### src/rtl/id_ex_stage_reg_pkg.sv
// Shared pipeline definitions: RV32I opcode constants, the control bundle
// carried from ID to EX, and the bubble value that makes EX a no-op.
package id_ex_stage_reg_pkg;

    localparam logic [6:0] OPC_JAL    = 7'b1101111;
    localparam logic [6:0] OPC_JALR   = 7'b1100111;
    localparam logic [6:0] OPC_BRANCH = 7'b1100011;
    localparam logic [6:0] OPC_LOAD   = 7'b0000011;
    localparam logic [6:0] OPC_STORE  = 7'b0100011;
    localparam logic [6:0] OPC_OP_IMM = 7'b0010011;
    localparam logic [6:0] OPC_OP     = 7'b0110011;
    localparam logic [6:0] OPC_LUI    = 7'b0110111;
    localparam logic [6:0] OPC_AUIPC  = 7'b0010111;

    typedef struct packed {
        logic [3:0] alu_op;
        logic       alu_src_a;
        logic       alu_src_b;
        logic       is_jump;
        logic       is_load;
        logic [3:0] d_mem_be;
        logic       d_mem_wen;
        logic       d_mem_read;
        logic       rf_we;
        logic [1:0] rw_src;
        logic [1:0] op_src;
    } ctrl_t;

    // D_MEM_WEN is active-low, so a bubble leaves it high.
    localparam ctrl_t CTRL_BUBBLE = '{
        alu_op:     4'd0,
        alu_src_a:  1'b0,
        alu_src_b:  1'b0,
        is_jump:    1'b0,
        is_load:    1'b0,
        d_mem_be:   4'd0,
        d_mem_wen:  1'b1,
        d_mem_read: 1'b0,
        rf_we:      1'b0,
        rw_src:     2'd0,
        op_src:     2'd0
    };

    function automatic logic uses_rs1(input logic [6:0] opc);
        return (opc == OPC_JALR)  || (opc == OPC_BRANCH) || (opc == OPC_LOAD) ||
               (opc == OPC_STORE) || (opc == OPC_OP_IMM) || (opc == OPC_OP);
    endfunction

    function automatic logic uses_rs2(input logic [6:0] opc);
        return (opc == OPC_BRANCH) || (opc == OPC_STORE) || (opc == OPC_OP);
    endfunction

    function automatic logic is_known_opcode(input logic [6:0] opc);
        return uses_rs1(opc) || (opc == OPC_JAL) || (opc == OPC_LUI) || (opc == OPC_AUIPC);
    endfunction

endpackage

### src/rtl/id_ex_stage_reg_hazard_detect.sv
// Load-use hazard detection between the instruction in ID and a load in EX.
// Purely combinational; a flush masks the stall because ID is wrong-path anyway.
module id_ex_stage_reg_hazard_detect
    import id_ex_stage_reg_pkg::*;
(
    input  logic [6:0] opcode,
    input  logic [4:0] rs1,
    input  logic [4:0] rs2,
    input  logic       valid_id,
    input  logic       valid_ex,
    input  logic       is_load_ex,
    input  logic [4:0] rd_ex,
    input  logic       flush,
    output logic       load_use,
    output logic       stall
);

    logic rs1_hit;
    logic rs2_hit;

    always_comb begin
        rs1_hit  = uses_rs1(opcode) && (rs1 == rd_ex);
        rs2_hit  = uses_rs2(opcode) && (rs2 == rd_ex);
        load_use = valid_ex && is_load_ex && (rd_ex != 5'd0) && valid_id && (rs1_hit || rs2_hit);
        stall    = load_use && !flush;
    end

endmodule

### src/rtl/id_ex_stage_reg.sv
// ID/EX pipeline register with load-use bubble insertion, redirect squash,
// unknown-opcode side-effect suppression and saturating hazard counters.
module id_ex_stage_reg
    import id_ex_stage_reg_pkg::*;
#(
    parameter int CNT_W = 16
)
(
    input  logic             CLK,
    input  logic             RSTn,
    input  logic [31:0]      INSTR_IFID,
    input  logic [31:0]      PC_IFID,
    input  logic             valid_IFID,
    input  logic [3:0]       ALUOp_IFID,
    input  logic             ALUSrcA_IFID,
    input  logic             ALUSrcB_IFID,
    input  logic             isJump_IFID,
    input  logic             isLoad_IFID,
    input  logic [3:0]       D_MEM_BE_IFID,
    input  logic             D_MEM_WEN_IFID,
    input  logic             D_MemRead_IFID,
    input  logic             RF_WE_IFID,
    input  logic [1:0]       RWSrc_IFID,
    input  logic [1:0]       OPSrc_IFID,
    input  logic             flush,
    output logic [3:0]       ALUOp_IDEX,
    output logic             ALUSrcA_IDEX,
    output logic             ALUSrcB_IDEX,
    output logic             isJump_IDEX,
    output logic             isLoad_IDEX,
    output logic [3:0]       D_MEM_BE_IDEX,
    output logic             D_MEM_WEN_IDEX,
    output logic             D_MemRead_IDEX,
    output logic             RF_WE_IDEX,
    output logic [1:0]       RWSrc_IDEX,
    output logic [1:0]       OPSrc_IDEX,
    output logic [31:0]      PC_IDEX,
    output logic [4:0]       rs1_IDEX,
    output logic [4:0]       rs2_IDEX,
    output logic [4:0]       rd_IDEX,
    output logic             valid_IDEX,
    output logic             stall,
    output logic [CNT_W-1:0] bubble_cnt,
    output logic [CNT_W-1:0] flush_cnt
);

    logic [6:0]       opcode;
    logic [4:0]       rs1;
    logic [4:0]       rs2;
    logic [4:0]       rd;
    logic             load_use;
    logic             unused_instr_bits;
    ctrl_t            ctrl_in;
    ctrl_t            ctrl_q;
    logic [31:0]      pc_q;
    logic [4:0]       rs1_q;
    logic [4:0]       rs2_q;
    logic [4:0]       rd_q;
    logic             valid_q;
    logic [CNT_W-1:0] bubble_q;
    logic [CNT_W-1:0] flush_q;

    assign opcode            = INSTR_IFID[6:0];
    assign rd                = INSTR_IFID[11:7];
    assign rs1               = INSTR_IFID[19:15];
    assign rs2               = INSTR_IFID[24:20];
    assign unused_instr_bits = ^{INSTR_IFID[31:25], INSTR_IFID[14:12]};

    id_ex_stage_reg_hazard_detect u_hazard (
        .opcode     (opcode),
        .rs1        (rs1),
        .rs2        (rs2),
        .valid_id   (valid_IFID),
        .valid_ex   (valid_q),
        .is_load_ex (ctrl_q.is_load),
        .rd_ex      (rd_q),
        .flush      (flush),
        .load_use   (load_use),
        .stall      (stall)
    );

    // Unknown opcodes still flow down the pipe but must not write state.
    always_comb begin
        ctrl_in = '{
            alu_op:     ALUOp_IFID,
            alu_src_a:  ALUSrcA_IFID,
            alu_src_b:  ALUSrcB_IFID,
            is_jump:    isJump_IFID,
            is_load:    isLoad_IFID,
            d_mem_be:   D_MEM_BE_IFID,
            d_mem_wen:  D_MEM_WEN_IFID,
            d_mem_read: D_MemRead_IFID,
            rf_we:      RF_WE_IFID,
            rw_src:     RWSrc_IFID,
            op_src:     OPSrc_IFID
        };
        if (!is_known_opcode(opcode)) begin
            ctrl_in.rf_we      = 1'b0;
            ctrl_in.d_mem_read = 1'b0;
            ctrl_in.d_mem_wen  = 1'b1;
        end
    end

    always_ff @(posedge CLK or negedge RSTn) begin
        if (!RSTn) begin
            ctrl_q  <= CTRL_BUBBLE;
            pc_q    <= '0;
            rs1_q   <= '0;
            rs2_q   <= '0;
            rd_q    <= '0;
            valid_q <= 1'b0;
        end else if (flush || load_use || !valid_IFID) begin
            ctrl_q  <= CTRL_BUBBLE;
            pc_q    <= '0;
            rs1_q   <= '0;
            rs2_q   <= '0;
            rd_q    <= '0;
            valid_q <= 1'b0;
        end else begin
            ctrl_q  <= ctrl_in;
            pc_q    <= PC_IFID;
            rs1_q   <= rs1;
            rs2_q   <= rs2;
            rd_q    <= rd;
            valid_q <= 1'b1;
        end
    end

    // A flush outranks a coincident load-use, so only one counter moves per edge.
    always_ff @(posedge CLK or negedge RSTn) begin
        if (!RSTn) begin
            bubble_q <= '0;
            flush_q  <= '0;
        end else if (flush) begin
            if (flush_q != '1) flush_q <= flush_q + CNT_W'(1);
        end else if (load_use) begin
            if (bubble_q != '1) bubble_q <= bubble_q + CNT_W'(1);
        end
    end

    assign ALUOp_IDEX     = ctrl_q.alu_op;
    assign ALUSrcA_IDEX   = ctrl_q.alu_src_a;
    assign ALUSrcB_IDEX   = ctrl_q.alu_src_b;
    assign isJump_IDEX    = ctrl_q.is_jump;
    assign isLoad_IDEX    = ctrl_q.is_load;
    assign D_MEM_BE_IDEX  = ctrl_q.d_mem_be;
    assign D_MEM_WEN_IDEX = ctrl_q.d_mem_wen;
    assign D_MemRead_IDEX = ctrl_q.d_mem_read;
    assign RF_WE_IDEX     = ctrl_q.rf_we;
    assign RWSrc_IDEX     = ctrl_q.rw_src;
    assign OPSrc_IDEX     = ctrl_q.op_src;
    assign PC_IDEX        = pc_q;
    assign rs1_IDEX       = rs1_q;
    assign rs2_IDEX       = rs2_q;
    assign rd_IDEX        = rd_q;
    assign valid_IDEX     = valid_q;
    assign bubble_cnt     = bubble_q;
    assign flush_cnt      = flush_q;

endmodule
### config.mk
export PLATFORM = sky130hd
export DESIGN_NAME = id_ex_stage_reg
export DESIGN_NICKNAME = d
export VERILOG_FILES = /design/src/rtl/id_ex_stage_reg_pkg.sv /design/src/rtl/id_ex_stage_reg_hazard_detect.sv /design/src/rtl/id_ex_stage_reg.sv
export SDC_FILE = /design/constraint.sdc
export NUM_CORES = 1
export LEC_CHECK = 0
export CAP_MARGIN = 40
export CORE_MARGIN = 4
export CORE_UTILIZATION = 40
export DETAILED_ROUTE_END_ITERATION = 12
export PLACE_DENSITY = 0.79
export SYNTH_ARGS = -nofsm -noshare
export SYNTH_HDL_FRONTEND = slang
export SYNTH_SLANG_ARGS = --single-unit
### constraint.sdc
create_clock -name CLK -period 3.85 [get_ports CLK]
set_clock_uncertainty 0.05 [all_clocks]
set_input_delay 0.5775 -clock CLK [delete_from_list [all_inputs] [get_ports CLK]]
set_output_delay 0.5775 -clock CLK [all_outputs]
set_load 0.02 [all_outputs]
==> results by stage <==
Floorplan:
- The height of the die is 106 um.
- For this design the top-level I/O count stands at 187.
- The count of standard-cell rows is 35.
- Once the floorplan was initialized, standard cells occupied 41.5% of the core.
- The die covers 0.0113 mm2.
- The core region is 0.00933 mm2.
- The width of the chip is 106 um.

Place:
- The detailed placement HPWL is 7360 um.
- The number of input and output port buffers inserted is 176.
- The number of placed instances, taps included, is 609.
- The final estimated routing congestion in global placement is 0.840.
- The placement-stage worst setup slack is 0.440 ns.
- Summing all placed instances gives a cell area of 0.00577 mm2.

Layout:
- The fraction of final layout cells sized beyond drive strength 1 is 6.05%.
- The finished cells cover 0.00599 mm2.
- Relative to the synthesized area, the layout overhead comes to 54.6%.
- The final cell utilization of the core is 64.2%.
- After filler insertion, the fill cell instance count of the layout stands at 756.
- The final layout contains 580 nets.
- The number of standard cells in the final layout excluding fillers is 625.
- The repair_antennas step left the layout with diodes totalling 0.

STA:
- For the pin with the worst max-slew slack, the measured transition is 0.590 ns.
- The number of pins exceeding their max-slew limit in the final report is 0.
- Across all setup checks in the final design, the least slack found is 0.422 ns.
- The maximum clock frequency is 0.292 GHz.
- The fraction of the cycle the final worst path needs is 89.0%.
- The count of endpoints failing hold in the final timing report is 0.
- The worst-case headroom to the max-slew limit is 60.4%.
- The setup violation total in the final timing report is 0.
- Setup repair after global routing left no endpoint under its margin.
- Hold is met by 0.137 ns.
- For the final routed database, the setup TNS stands at 0 ns.
- The shortest clock period the worst path allows after layout is 3.43 ns.

Clock tree:
- Clock-pin slew was measured on the worst setup and hold paths at 0.10 ns.
- The CTS tree is done.
- The number of setup buffers added after CTS is 0.
- The clock reaches the later pin of the worst-skew pair after 0.35 ns.
- The longest clock path from root to sink contains 2 buffers.
- In this run, CTS created clock tree buffers numbering 9.
- The number of clock sinks seen by CTS is 99.
- Buffers inserted to repair hold after CTS numbered 0.
- The count of instances resized after the clock tree is built is 0.
- The CTS root buffer is sky130_fd_sc_hd__clkbuf_8.
- The number of levels the H-tree was split into is 3.

Logic synthesis:
- The adder and majority cell fraction of the synthesized area is 0.646%.
- The portion of synthesized cell area occupied by the leading cell type is 63.3%.
- Counting distinct cell types in the post-synthesis netlist gives 37.
- The yosys synthesis warning count is 0.
- The most used flip-flop cell after synthesis is sky130_fd_sc_hd__dfrtp_1.
- Synthesis produced a netlist with a net count of 397.
- After synthesis, the cell types taking the most area are sky130_fd_sc_hd__dfrtp_1 (63%), sky130_fd_sc_hd__and2_1 (10%), sky130_fd_sc_hd__xnor2_1 (6.1%).
- The synthesized netlist devotes 8.14% of its cell area to XOR and XNOR gates.
- In the synthesized netlist, the cells that appear most often are sky130_fd_sc_hd__dfrtp_1 (98), sky130_fd_sc_hd__and2_1 (63), sky130_fd_sc_hd__xnor2_1 (27).
- The synthesized netlist devotes 21.5% of its cell area to simple gates.
- The flop and latch count out of synthesis is 99.
- In this run, synthesis inferred 0 flip-flops with an integrated enable.
- The count of mapped cells out of synthesis is 308.
- The synthesized cell area is 0.00387 mm2.
- Each instance of the synthesized netlist takes up on average 12.6 um2.
- The largest family of logic cells by synthesized area is simple AND/OR/NAND/NOR gates.
- The most common cell in the synthesized netlist is sky130_fd_sc_hd__dfrtp_1.
- The synthesized design spends more area on one cell type than any other, namely sky130_fd_sc_hd__dfrtp_1.
- Summing the sequential cell areas from Yosys gives 64.0% of the chip area.
- The post-synthesis async set-or-reset flop share is 100%.
- Summing the areas of all compound-gate instances in the mapped netlist gives 2.81% of the synthesized area.
- The proportion of synthesized area in mux cells is 1.16%.

Drt:
- The wire length per cell after detailed routing is 15.4 um.
- The per-cell via count in the routed design is 4.72.
- The detailed-route DRC error count is 0.
- The total via count after detailed routing is 2,949.
- For this run, the detailed router's first-pass iteration total came to 4.
- The number of violations reported at the end of detailed-routing iteration 0 is 71.
- Wires add up to 9650 um.
- The remaining antenna violation count is 0.

Setup path:
- Along the worst path, the maximum fanout reaches 17.
- Data on the critical path is required at its endpoint by 3.22 ns.
- The arrival time of the worst setup path is 2.80 ns.
- The worst setup path is of the primary input to output port kind.
- The element type at the critical path start is a primary input.
- The type of element capturing the critical path is an output port.

Pwr:
- The net switching share of the total power is 26.6%.
- The worst vdd rail ir drop is 258 uV.
- Total power for the finished layout comes to 2.27 mW.
- The leakage power is 2.63 nW.
- The clock network fraction of total power is 30.5%.
- The power share of the combinational group is 18.4%.
- The power density over cell area is 380 mW/mm2.
- The share of total power dissipated in sequential elements is 51.1%.
- The internal power is 1.67 mW.
- The analysis attributes to net switching a power of 605 uW.

Worst hold path:
- The class of the worst hold path is primary input to async pin.

Global route:
- For this run the aggregate overflow at the end of global routing stands at 0.
- The number of antenna violations at the first check in global routing came to 0.
- The wire length of the first global-routing pass is 15,600 um.
- In the global route stage, overall resource usage came out at 17.6%.
- Entering global routing, the biggest net connects 68 pins.
- The number of global-route vias before repair is 3,182.

Run status:
- The run finished with clean final reports.

Run:
- Across the run, the number of max-cap violations was 0.
metal layers:
metal	wire length [um]	vias up	track usage (%)
met3	973	16	7.53
met4	191	0	6.11
li1	-	1386	-
met1	3730	1421	19.7
met2	4750	126	30.0
met5	0	-	0
cells in the final DEF (no fill, tap or decap), types with 2 or more instances in the layout:
cell type,instances
sky130_fd_sc_hd__nand4b_1,2
sky130_fd_sc_hd__buf_4,4
sky130_fd_sc_hd__inv_1,2
sky130_fd_sc_hd__nand3_1,17
sky130_fd_sc_hd__dfrtp_1,98
sky130_fd_sc_hd__xor2_1,9
sky130_fd_sc_hd__nand2b_1,2
sky130_fd_sc_hd__clkbuf_8,11
sky130_fd_sc_hd__clkdlybuf4s50_1,175
sky130_fd_sc_hd__xnor2_1,27
sky130_fd_sc_hd__nand2_1,16
sky130_fd_sc_hd__and4_1,3
sky130_fd_sc_hd__nor2_1,13
sky130_fd_sc_hd__mux2_2,4
sky130_fd_sc_hd__nand4_1,10
sky130_fd_sc_hd__a21oi_1,3
sky130_fd_sc_hd__and3_1,10
sky130_fd_sc_hd__ha_1,2
sky130_fd_sc_hd__nand3b_1,3
sky130_fd_sc_hd__and2_1,63
state kept, by name, summed over array words and instances (netlist names), 2 cells and up:
register and count:
ALUOp_IDEX 4, D_MEM_BE_IDEX 4, OPSrc_IDEX 2, PC_IDEX 32, RWSrc_IDEX 2, bubble_cnt 16
flush_cnt 16, rd_IDEX 5, rs1_IDEX 5, rs2_IDEX 5
power groups by stage:
stage | clock [mW] | combinational (mW) | sequential (mW)
3_3_place_gp | 0 | 0.416 | 1.18
6_report | 0.693 | 0.418 | 1.16
2_1_floorplan | 0 | 0.0985 | 1.25
5_1_grt | 0.761 | 0.452 | 1.17
4_1_cts | 0.713 | 0.426 | 1.16
3_5_place_dp | 0 | 0.425 | 1.18
worst paths after layout:
check,slack (ns),cells past startpoint,start,endpoint
max in group asynchronous,2.77,2,RSTn,D_MEM_WEN_IDEX
hold / removal,0.14,1,RSTn,bubble_cnt[13]
setup / recovery,0.42,9,INSTR_IFID[15],stall
hold reg to reg,0.45,1,flush_cnt[15],flush_cnt[15]
min in group CLK,0.45,1,flush_cnt[15],flush_cnt[15]
setup reg to reg,1.59,8,rd_IDEX[1],ALUSrcB_IDEX
area by class of cell:
cell class	instances	area (um2)	area share [%]
sequential	99	2480	41.4
timing repair buffer	180	1790	30.0
multi-input combinational	199	1330	22.3
tap	129	161	2.70
clock buffer	11	151	2.53
clock inverter	5	60.1	1.00
inverter	2	7.51	0.125
worst max-delay path: stages:
cell,delay (ns)
sky130_fd_sc_hd__clkdlybuf4s50_1,0.45
sky130_fd_sc_hd__xor2_1,0.16
sky130_fd_sc_hd__nor4_1,0.29
sky130_fd_sc_hd__nand4_1,0.21
sky130_fd_sc_hd__o41ai_4,0.10
sky130_fd_sc_hd__buf_6,0.23
sky130_fd_sc_hd__nand2_1,0.07
sky130_fd_sc_hd__nor2_1,0.11
sky130_fd_sc_hd__clkdlybuf4s50_1,0.62
kinds of logic (layout without fill, tap and decap cells):
kind of cell    count (synthesis)  in the layout
compound gates                 12             12
xor+xnor                       36             36
fa+ha+maj                       2              2
buf+inv                        10            198
flops                          99             99
mux                             4              4
simple gates                  145            145
Power figures use the tool's default switching activity.
